File: config.mk
export PLATFORM = sky130hd
export DESIGN_NAME = hazard_control_unit
export DESIGN_NICKNAME = d
export VERILOG_FILES = /design/src/rtl/hazard_control_unit.sv
export SDC_FILE = /design/constraint.sdc
export NUM_CORES = 1
export LEC_CHECK = 0
export CAP_MARGIN = 20
export CORE_ASPECT_RATIO = 1.5
export CORE_UTILIZATION = 51
export CTS_BUF_LIST = sky130_fd_sc_hd__clkbuf_8
export CTS_CLUSTER_SIZE = 28
export DETAILED_ROUTE_END_ITERATION = 6
export PLACE_DENSITY = 0.94
export SYNTH_ARGS = -nofsm -noshare
export SYNTH_HDL_FRONTEND = slang
export SYNTH_SLANG_ARGS = --single-unit
File: constraint.sdc
create_clock -name clock -period 2.7 [get_ports clock]
set_input_delay 0.27 -clock clock [delete_from_list [all_inputs] [get_ports clock]]
set_output_delay 0.27 -clock clock [all_outputs]
set_load 0.005 [all_outputs]
File: src/rtl/hazard_control_unit.sv
// -----------------------------------------------------------------------------
// hazard_control_unit
//
// Pipeline-control master for the 5-stage core (IF, ID, EX, MEM, WB).
// It decodes the instruction sitting in ID and keeps shadow copies of the
// register-usage fields of the instructions in EX, MEM and WB. From these it
// derives:
//   * the load-use stall (hold PC and IF/ID, insert a bubble into EX),
//   * the redirect flush when EX resolves a taken branch or jump,
//   * the EX operand forwarding selects,
//   * saturating performance counters for stalls and redirects.
//
// Parameters
//   CNT_W     width of the stall / flush performance counters
//   X0_GUARD  1: a destination of x0 never matches for stall or forwarding
//             0: x0 is compared like any other register
//
// Ports
//   clock        in   core clock, all state updates on the rising edge
//   resetn       in   synchronous reset, active HIGH (legacy port name)
//   instruction  in   instruction currently in ID (IF/ID register output)
//   PCSelR       in   EX-stage redirect (taken branch / JAL / JALR)
//   PCEn         out  1 = PC register loads the next PC
//   IFIDEn       out  1 = IF/ID register loads
//   IFIDFlush    out  1 = IF/ID register loads a NOP on the next edge
//   En1..En3     out  load enables of the ID/EX, EX/MEM, MEM/WB registers
//   reset1..3    out  bubble (clear) of the ID/EX, EX/MEM, MEM/WB controls
//   ForwardA/B   out  EX operand source: 00 regfile, 01 MEM ALU, 10 WB data
//   StallCount   out  cycles spent in a load-use stall, saturating
//   FlushCount   out  redirect events, saturating
// -----------------------------------------------------------------------------
module hazard_control_unit #(
  parameter int CNT_W    = 32,
  parameter bit X0_GUARD = 1'b1
) (
  input  logic             clock,
  input  logic             resetn,
  input  logic [31:0]      instruction,
  input  logic             PCSelR,
  output logic             PCEn,
  output logic             IFIDEn,
  output logic             IFIDFlush,
  output logic             En1,
  output logic             En2,
  output logic             En3,
  output logic             reset1,
  output logic             reset2,
  output logic             reset3,
  output logic [1:0]       ForwardA,
  output logic [1:0]       ForwardB,
  output logic [CNT_W-1:0] StallCount,
  output logic [CNT_W-1:0] FlushCount
);

  // ---------------------------------------------------------------------------
  // Opcodes that matter for hazard detection
  // ---------------------------------------------------------------------------
  localparam logic [6:0] OP_REG    = 7'b0110011;
  localparam logic [6:0] OP_IMM    = 7'b0010011;
  localparam logic [6:0] OP_STORE  = 7'b0100011;
  localparam logic [6:0] OP_LOAD   = 7'b0000011;
  localparam logic [6:0] OP_BRANCH = 7'b1100011;
  localparam logic [6:0] OP_JALR   = 7'b1100111;
  localparam logic [6:0] OP_JAL    = 7'b1101111;

  localparam logic [1:0] FWD_RF  = 2'b00;
  localparam logic [1:0] FWD_MEM = 2'b01;
  localparam logic [1:0] FWD_WB  = 2'b10;

  // Register-usage summary of one instruction, carried down the pipe.
  typedef struct packed {
    logic [4:0] rd;
    logic [4:0] rs1;
    logic [4:0] rs2;
    logic       uses_rs1;
    logic       uses_rs2;
    logic       reg_wen;
    logic       is_load;
  } shadow_t;

  // What the control unit asks of the pipeline this cycle.
  typedef enum logic [1:0] {
    MODE_NORMAL,
    MODE_STALL,
    MODE_REDIRECT,
    MODE_RESET
  } mode_e;

  // ---------------------------------------------------------------------------
  // Helpers
  // ---------------------------------------------------------------------------
  // Unknown opcodes decode to an all-zero usage summary, i.e. a bubble.
  function automatic shadow_t decode(input logic [31:0] instr);
    shadow_t d;
    d          = '0;
    d.rd       = instr[11:7];
    d.rs1      = instr[19:15];
    d.rs2      = instr[24:20];
    case (instr[6:0])
      OP_REG: begin
        d.uses_rs1 = 1'b1;
        d.uses_rs2 = 1'b1;
        d.reg_wen  = 1'b1;
      end
      OP_IMM: begin
        d.uses_rs1 = 1'b1;
        d.reg_wen  = 1'b1;
      end
      OP_STORE, OP_BRANCH: begin
        d.uses_rs1 = 1'b1;
        d.uses_rs2 = 1'b1;
      end
      OP_LOAD: begin
        d.uses_rs1 = 1'b1;
        d.reg_wen  = 1'b1;
        d.is_load  = 1'b1;
      end
      OP_JALR: begin
        d.uses_rs1 = 1'b1;
        d.reg_wen  = 1'b1;
      end
      OP_JAL: begin
        d.reg_wen  = 1'b1;
      end
      default: ;
    endcase
    return d;
  endfunction

  // A producer's rd matches a consumer's rs; with the guard on, writes to
  // x0 are discarded by the register file and therefore never match.
  function automatic logic reg_match(input logic [4:0] rd, input logic [4:0] rs);
    return (rd == rs) && !(X0_GUARD && (rd == 5'd0));
  endfunction

  // MEM wins over WB because it holds the younger value. A load in MEM has
  // no data yet, so it cannot forward; that case is covered by the stall.
  function automatic logic [1:0] fwd_sel(input logic [4:0] rs,
                                         input logic      uses,
                                         input shadow_t   mem,
                                         input shadow_t   wb);
    if (uses && mem.reg_wen && !mem.is_load && reg_match(mem.rd, rs)) begin
      return FWD_MEM;
    end else if (uses && wb.reg_wen && reg_match(wb.rd, rs)) begin
      return FWD_WB;
    end
    return FWD_RF;
  endfunction

  // ---------------------------------------------------------------------------
  // State
  // ---------------------------------------------------------------------------
  shadow_t             ex_q, ex_d;
  shadow_t             mem_q, mem_d;
  shadow_t             wb_q, wb_d;
  logic    [CNT_W-1:0] stall_cnt_q, stall_cnt_d;
  logic    [CNT_W-1:0] flush_cnt_q, flush_cnt_d;

  shadow_t             id_dec;
  logic                load_use;
  mode_e               mode;

  assign id_dec = decode(instruction);

  // The consumer in ID needs a value that the load in EX produces only at
  // the end of MEM, so one bubble is unavoidable.
  assign load_use = ex_q.is_load && ex_q.reg_wen &&
                    ((id_dec.uses_rs1 && reg_match(ex_q.rd, id_dec.rs1)) ||
                     (id_dec.uses_rs2 && reg_match(ex_q.rd, id_dec.rs2)));

  // Redirect beats stall: the stalled consumer is on the wrong path and
  // is being killed anyway.
  always_comb begin
    if (resetn) begin
      mode = MODE_RESET;
    end else if (PCSelR) begin
      mode = MODE_REDIRECT;
    end else if (load_use) begin
      mode = MODE_STALL;
    end else begin
      mode = MODE_NORMAL;
    end
  end

  // ---------------------------------------------------------------------------
  // Pipeline control outputs
  // ---------------------------------------------------------------------------
  always_comb begin
    // NOTE: every output gets a default before the case so no path leaves a
    // variable unassigned, which would otherwise infer a latch.
    PCEn      = 1'b1;
    IFIDEn    = 1'b1;
    IFIDFlush = 1'b0;
    En1       = 1'b1;
    En2       = 1'b1;
    En3       = 1'b1;
    reset1    = 1'b0;
    reset2    = 1'b0;
    reset3    = 1'b0;
    ForwardA  = fwd_sel(ex_q.rs1, ex_q.uses_rs1, mem_q, wb_q);
    ForwardB  = fwd_sel(ex_q.rs2, ex_q.uses_rs2, mem_q, wb_q);

    case (mode)
      MODE_RESET: begin
        PCEn      = 1'b0;
        IFIDEn    = 1'b0;
        IFIDFlush = 1'b1;
        reset1    = 1'b1;
        reset2    = 1'b1;
        reset3    = 1'b1;
        ForwardA  = FWD_RF;
        ForwardB  = FWD_RF;
      end
      MODE_REDIRECT: begin
        // PC loads the target; the wrong-path instructions in IF and ID die.
        IFIDFlush = 1'b1;
        reset1    = 1'b1;
      end
      MODE_STALL: begin
        // Hold IF and ID, let EX/MEM/WB drain, feed a bubble into EX.
        PCEn      = 1'b0;
        IFIDEn    = 1'b0;
        reset1    = 1'b1;
      end
      default: ;
    endcase
  end

  // ---------------------------------------------------------------------------
  // Shadow pipeline and counters, next state
  // ---------------------------------------------------------------------------
  always_comb begin
    ex_d  = ex_q;
    mem_d = mem_q;
    wb_d  = wb_q;

    if (reset1) begin
      ex_d = '0;
    end else if (En1) begin
      ex_d = id_dec;
    end

    if (reset2) begin
      mem_d = '0;
    end else if (En2) begin
      mem_d = ex_q;
    end

    if (reset3) begin
      wb_d = '0;
    end else if (En3) begin
      wb_d = mem_q;
    end
  end

  // Counters stop at all-ones rather than wrapping.
  always_comb begin
    stall_cnt_d = stall_cnt_q;
    flush_cnt_d = flush_cnt_q;
    if ((mode == MODE_STALL) && (stall_cnt_q != '1)) begin
      stall_cnt_d = stall_cnt_q + CNT_W'(1);
    end
    if ((mode == MODE_REDIRECT) && (flush_cnt_q != '1)) begin
      flush_cnt_d = flush_cnt_q + CNT_W'(1);
    end
  end

  // NOTE: sequential state uses non-blocking assignments so every register
  // samples the pre-edge value of the others, independent of statement order.
  always_ff @(posedge clock) begin
    if (resetn) begin
      ex_q        <= '0;
      mem_q       <= '0;
      wb_q        <= '0;
      stall_cnt_q <= '0;
      flush_cnt_q <= '0;
    end else begin
      ex_q        <= ex_d;
      mem_q       <= mem_d;
      wb_q        <= wb_d;
      stall_cnt_q <= stall_cnt_d;
      flush_cnt_q <= flush_cnt_d;
    end
  end

  assign StallCount = stall_cnt_q;
  assign FlushCount = flush_cnt_q;

  // Fields carried for completeness of the WB shadow (and instruction bits
  // that do not affect hazards) have no consumer here.
  logic unused_bits;
  assign unused_bits = ^{instruction[31:25], instruction[14:12],
                         wb_q.rs1, wb_q.rs2, wb_q.uses_rs1, wb_q.uses_rs2,
                         wb_q.is_load};

endmodule
Yosys cells after proc, flatten, opt, wreduce, memory -nomap -nowiden:

Cells that the tools add are included.

* add/sub/neg operators: 2
* equality and inequality tests: 18
* muxes and demuxes: 23
* reduce and logical (&&, ||, !) cells: 38

Operators with widths (count)
* $add 32x1->32 const B: 2
* $ne 32x32->1 const B: 2
* $eq 5x5->1: 6
* $logic_and 1x1->1: 22
* $eq 7x7->1 const B: 3
* $mux 2: 10
* $logic_not 5->1: 3
* $eq 7x6->1 const B: 2
* $mux 1: 13
* $reduce_or 2->1: 4
* $eq 7x2->1 const B: 1
* $eq 7x5->1 const B: 1
* $reduce_or 3->1: 2
* $reduce_or 6->1: 1
* $reduce_or 5->1: 1
* $eq 2x2->1 const B: 2
* $logic_not 1->1: 4
* $eq 2x1->1 const B: 1
* $logic_or 1x1->1: 1

* bits in registers: 96
* input port bits: 35
* output and inout bits: 77
* word-level logic and storage cells: 95

Longest topological paths before layout:

Gate-level depths: netlist of run 1.

* depth in word-level cells: 13
* gate-level depth with buffers: 10
* depth with buffers taken out: 7

Worst setup path after synthesis of run 1:

OpenSTA, ideal clock, no wires.

* path kind: reg2reg
* from: register stall_cnt_q[0], in the netlist StallCount[0]
* to: register stall_cnt_q[29], in the netlist StallCount[29]
* library setup time: 70 ps
* data arrival time: 2104 ps
* data required time: 2630 ps
* slack: 525 ps
* stages on the path, launching flop included: 10
* path buffers: 2
* cell sequence: dfxtp_1 -> ha_1 -> and4_1 -> and2_0 -> clkbuf_1 -> nand4b_1 -> nand3b_4 -> buf_6 -> or4_1 -> a21oi_1

* word-level cells in the longest chain between the ends: 2

Ends and longest elaborated chain
* start, declared: RTL line 156 `logic [CNT_W-1:0] stall_cnt_q, stall_cnt_d;`
* start signal, assigned: RTL line 281 `stall_cnt_q <= stall_cnt_d;`
* branches (longest 2 deep; another with $add 32x1->32)

Parallel ways; which one is timed is not known.
A chain may end at the register's enable or synchronous reset.

Worst setup path after layout of run 1:

* from: register ex_q[15] (netlist bit)
* to: output IFIDEn

* word-level cells in the longest chain between the ends: 12

Ends and longest elaborated chain
* start, declared: RTL line 153 `shadow_t ex_q, ex_d;`
* start signal, assigned: RTL line 272 `ex_q <= '0;`
* start signal, assigned: RTL line 278 `ex_q <= ex_d;`
* $logic_not 5->1: RTL line 133 `return (rd == rs) && !(X0_GUARD && (rd == 5'd0));`
* $logic_not 1->1: RTL line 133
* $logic_and 1x1->1: RTL line 133
* $logic_and 1x1->1, on equally long branches: RTL line 168, 169
* $logic_or 1x1->1 *: RTL line 168 `((id_dec.uses_rs1 && reg_match(ex_q.rd, id_dec.rs1)) ||`
* $logic_and 1x1->1 *: RTL line 167 `assign load_use = ex_q.is_load && ex_q.reg_wen &&`
* $mux 1 *: RTL line 178 `end else if (load_use) begin`
* $mux 2 *: RTL line 176 `end else if (PCSelR) begin`
* $mux 2 *: RTL line 174 `if (resetn) begin`
* $eq 2x1->1 / $eq 2x2->1 (equally long branches): RTL line 203 `case (mode)`
* $reduce_or 2->1 (no line) *
* $mux 1 *: RTL line 203
* end, declared: RTL line 41 `output logic IFIDEn,`

Mark *: on every way between the ends. The rest lies on a longest branch, timed or not.

==> qor.yml, run 1 <==
vias_per_cell: 5.834
core_area_mm2: 0.008567
synth_edf_count: 0
drt_wl_total_um: 11450
cts_buffer_depth: 2
area_growth_pct: 29.24
r2r_start: "StallCount[0]"
synth.avg_cell_area_um2: 8.631
cts_root_buffer: "clkbuf_8"
cts.sinks: 96
die_area_mm2: 0.009343
required_ps: 2430
irDropWorstVdd_v: 0.0003258
num_vias: 4300
finalInstanceArea_mm2: 0.005901
diodes: 0
die_w_um: 79.26
skew_ps: 8.824
first_iter_violations: 245
tightest_slew_ps: 605.2
hold_depth: 5
period_share_pct: 96.04
reg2reg_slack_ps: 360
port-buffer-count: 98
ios: 112
drtAntennaViolNets: 0
cts_made_buffers: 9
layout-drive-gt1-share_pct: 6.667
firstDrtPassIters: 4
grt_overflow: 0
setup_violations: 0
min_path_type: "primary input to register"
rsz0062_at_grt: "false"
synth.ff_latch_count: 96
synth_area_leader_cell: "dfxtp_1"
grtUsageTotal_pct: 25.33
regToRegEndpoint: "StallCount[19]"
cts_tree: "built"
async_reset_ff_share_pct: 0
yosysWarnings: 0
outcome: "complete, no violations"
cp.arrival_ps: 2320
insertion_delay_ps: 360
grt_pass1_wl_um: 19060
final_cell_mix: "dfxtp_1, clkdlybuf4s50_1, nor2_1"
start_util_pct: 53.29
grt_max_degree: 61
hpwlAfterDp_um: 8084
place_area_mm2: 0.005660
crit_type: "register to primary output"
ys.flop_type: "dfxtp_1"
powerDensity_mw_per_mm2: 447.4
synth_cells: 529
antenna_found_initial: 0
cts.clk_slew.worst_paths_ps: 90
synth_top_area_share_pct: 42.09
grt_pass1_vias: 4222
final.min_clock_period_ps: 2593
endpoint_kind: "primary output"
synth_top_cells_by_area: "dfxtp_1, xor2_1, a21oi_1"
num_rows: 41
worst-r2r-cell-count: 8
wire_per_inst_um: 15.54
fin_setup_tns_ps: 0
final_util_pct: 68.88
max-cap-violations: 0
synth.distinct_cells: 48
htree_levels: 3
min_to: "ex_q[1]"
hold_viol_final: 0
min_from: "resetn"
critPathLaunchType: "register"
path_max_fanout: 4
yosysSeqAreaShare_pct: 42.09
power.leakage_nw: 2.044
fmax_mhz: 385.7
die_y_um: 117.9
relSlewSlack_pct: 59.50
num-nets-final: 663
place.gp.congestion: 0.9644
post-route-drc-count: 0
netlist_area_mm2: 0.004566
slew_viol_final: 0
## registers in the layout, summed over array words and instances (netlist names)
register / flops
FlushCount: 32
StallCount: 32
ex_q: 19
mem_q: 7
wb_q: 6
## cell usage after synthesis (all sizes together), types with 2 or more instances
master,count
and4,6
nand2,36
xnor2,19
or3,24
nand4,28
nand4b,3
or4,14
nor3,9
buf,10
o21ba,3
ha,2
nor4,10
inv,6
or2,2
nor4b,3
nor2b,16
a21oi,34
nand3,26
dfxtp,96
and3,8
and2,20
clkbuf,17
nor3b,5
o31a,2
o21ai,24
o31ai,9
nand2b,2
nor2,43
nand3b,3
xor2,39
## per-layer routing
layer,track usage (%),vias up,wire length [um]
met5,0,-,0
met4,11.02,0,249
met3,4.186,23,505
met2,45.47,143,6155
met1,28.64,2060,4541
li1,-,2074,-
## worst max path at each step
stage,cells after the start,start,slack (ps),to
global route,6,ex_q[15],2,IFIDEn
global placement,8,instruction[1],80,StallCount[29]
CTS,6,mem_q[15],4,ForwardB[1]
floorplan,9,StallCount[0],530,StallCount[29]
finish,6,ex_q[15],110,IFIDEn
detailed placement,8,instruction[0],-20,StallCount[19]
## per-stage QoR
step	total power [mW]	hold WS [ps]	instances	setup slack, ps
after floorplan	1.563	345.6	531	525.2
after global placement	1.630	447.0	722	83.50
after detailed placement	1.638	452.4	722	-17.93
after CTS	2.660	355.3	737	4.398
after global routing	2.734	378.5	737	2.235
final	2.640	370.8	737	107.0
## kinds of logic (layout without fill, tap and decap cells)
| group | Yosys count | in the layout | share of synthesized area (%) |
|---|---|---|---|
| xor gates and xnor gates | 58 | 58 | 11.13 |
| AOI/OAI and AO/OA | 78 | 78 | 9.893 |
| and+or+nand+nor | 261 | 261 | 32.86 |
| buffers and inverters | 33 | 132 | 3.398 |
| other | 1 | 3 | 0.08214 |
| adders and majority gates | 2 | 2 | 0.5480 |
| DFF | 96 | 96 | 42.09 |
## what timing repair did
item,4_1_cts,5_1_grt
setup buffers,0,0
resized for setup,0,5
hold buffers,0,0
setup endpoints to repair,0,4
## area by class of cell
cell class,instances,area [um2]
well taps,107,133.9
clock inverters,5,81.33
clock buffers,10,137.6
fillers,643,2666
multi-input cells,402,2515
flip-flops and latches,96,1922
inverters,6,22.52
repair buffers,111,1089
## worst max-delay path, cell delays in order, from the launching register on
cell,delay [ps]
dfxtp_1,350
or4_1,540
nor2_2,150
or3_1,170
nor3_1,50
nor2_1,170
clkdlybuf4s50_1,530
## where the power goes
group	switching, mW	internal (mW)
Clock	0.490	0.542
Sequential	0.0189	1.43
Combinational	0.0742	0.0845
Power figures use the tool's default switching activity.
==> run 2, diff against run 1 <==
--- a/config.mk
+++ b/config.mk
@@ -7,6 +7,7 @@
 export LEC_CHECK = 0
 export CAP_MARGIN = 20
 export CORE_ASPECT_RATIO = 1.5
+export CORE_MARGIN = 5
 export CORE_UTILIZATION = 51
 export CTS_BUF_LIST = sky130_fd_sc_hd__clkbuf_8
 export CTS_CLUSTER_SIZE = 28
==> qor.yml, run 2 (synthesis results as in run 1) <==
combPwrFrac_pct: 5.9  # about the same
insertion_delay_ps: 370  # about the same
cp_cell_sequence: "or4_1, nor2_1, nor3b_1, nand4_1, nor3b_4, clkdlybuf4s50_1"
final_util_pct: 67.74  # -1.1 points
crit_type: "register to primary output"
firstDrtPassIters: 4  # unchanged
cpPeakStageDelay_ps: 540  # about the same
pwr-share-clk_pct: 41.1  # +2.0 points
port-buffer-count: 98  # unchanged
hold_viol_final: 0  # unchanged
num-nets-final: 663  # unchanged
num_rows: 42  # +2.4%
grtUsageTotal_pct: 20.89  # -4.4 points
hold_depth: 3  # -2
grt_pass1_wl_um: 18640  # -2.2%
worst-r2r-cell-count: 6  # -2
routed-wl-met2_um: 6059  # -1.6%
path_max_fanout: 4  # unchanged
setup_violations: 0  # unchanged
antenna_found_initial: 0  # unchanged
power.leakage_nw: 2.067  # +1.1%
vias_per_cell: 5.692  # -2.4%
cp_slowest_cell: "clkdlybuf4s50_1"
tightest_slew_ps: 635.3  # +30.09 ps
p_total_mw: 2.732  # +3.5%
cts_made_buffers: 9  # unchanged
die_w_um: 87.26  # +10%
htree_levels: 3  # unchanged
hpwlAfterDp_um: 8314  # +2.8%
postCtsSetupBuffers: 0  # unchanged
met1_length_um: 4594  # +1.2%
rsz0062_at_grt: "false"
drt_wl_total_um: 11470  # +0.20%
grt_max_degree: 86  # +41%
switching_share_pct: 21.88  # -0.21 points
cp.arrival_ps: 2320  # about the same
grt_overflow: 0  # unchanged
core_area_mm2: 0.008776  # +2.4%
switching_power_uw: 597.6  # +2.5%
layout_commonest_cell: "dfxtp_1"
num_vias: 4218  # -1.9%
skew_ps: 8.227  # -0.5967 ps
ios: 112  # unchanged
final_cell_mix: "dfxtp_1, clkdlybuf4s50_1, nor2_1"
relSlewSlack_pct: 57.49  # -2.0 points
cts_root_buffer: "clkbuf_8"
max-cap-violations: 0  # unchanged
drtAntennaViolNets: 0  # unchanged
cts_buffer_depth: 2  # unchanged
grt_pass1_vias: 4120  # -2.4%
fin_setup_tns_ps: 0  # unchanged
start_util_pct: 52.02  # -1.3 points
p_int_mw: 2.134  # +3.8%
met3WireLength_um: 581  # +15%
cts_tree: "built"
outcome: "complete, no violations"
die_area_mm2: 0.01098  # +18%
fmax_mhz: 386.1  # +0.12%
endpoint_kind: "primary output"
highest_layer: "met4"
first_iter_violations: 271  # +11%
required_ps: 2430  # about the same
slew_viol_final: 0  # unchanged
layout-drive-gt1-share_pct: 6.656  # -0.011 points
powerDensity_mw_per_mm2: 459.6  # +2.7%
min_path_type: "primary input to register"
cts.clk_slew.worst_paths_ps: 90  # about the same
period_share_pct: 95.92  # -0.12 points
area_growth_pct: 30.20
die_y_um: 125.9  # +6.8%
diodes: 0  # unchanged
irDropWorstVdd_v: 0.0003479  # +6.8%
cts.sinks: 96  # unchanged
place.gp.congestion: 0.9226  # -4.3%
final.min_clock_period_ps: 2590  # -3.235 ps
post-route-drc-count: 0  # unchanged
wire_per_inst_um: 15.48  # -0.34%
p_seq_share_pct: 53.0  # -1.9 points
critPathLaunchType: "register"
==> run 2: routing by layer <==
layer	vias up	GRT usage (%)
met1	1996	23.68
met2	129	36.50
li1	2075	-
met3	18	4.967
met4	0	8.943
met5	-	0
==> run 2: final cells by class <==
type	instances	area [um2]
clock buffer	9	123.9
clock inverter	7	120.1
fill	657	2831
inverter	6	22.52
multi-input combinational	402	2515
sequential	96	1922
tap	110	137.6
timing repair buffer	111	1104
==> run 2: metrics by stage <==
step	std cells	hold slack, ps	cell area, um2	setup WS, ps
3_3_place_gp	725	439.4	5677	83.37
2_1_floorplan	531	345.6	4573	525.2
5_1_grt	741	406.0	5944	12.28
3_5_place_dp	725	453.9	5677	50.13
4_1_cts	741	399.0	5926	6.467
6_report	741	421.9	5944	110.2
==> run 2: path summary, 6_finish.rpt <==
path / start / endpoint / slack, ps
worst max register to register: StallCount[9] / StallCount[30] / 310
worst min-delay path: resetn / wb_q[1] / 420
worst max-delay path: mem_q[15] / ForwardB[1] / 110
worst min register to register: mem_q[1] / wb_q[1] / 470
==> run 2: critical path: cells and delay by family (launching register included) <==
| kind | cells | cell delay [ps] |
|---|---|---|
| buf+inv | 1 | 540 |
| simple gates | 5 | 1060 |
| flops | 1 | 360 |
==> run 2: power by group through the flow <==
stage | sequential [mW] | combinational [mW] | clock (mW)
final | 1.45 | 0.160 | 1.12
after global routing | 1.45 | 0.175 | 1.20
after CTS | 1.45 | 0.159 | 1.14
after detailed placement | 1.48 | 0.158 | 0
after global placement | 1.48 | 0.153 | 0
after floorplan | 1.48 | 0.0852 | 0
==> run 2: repair_timing <==
action,CTS,global route
endpoints found under the setup margin,1,5
hold buffers,0,0
cloned,0,0
hold endpoints to repair,0,0
resized for setup,1,5
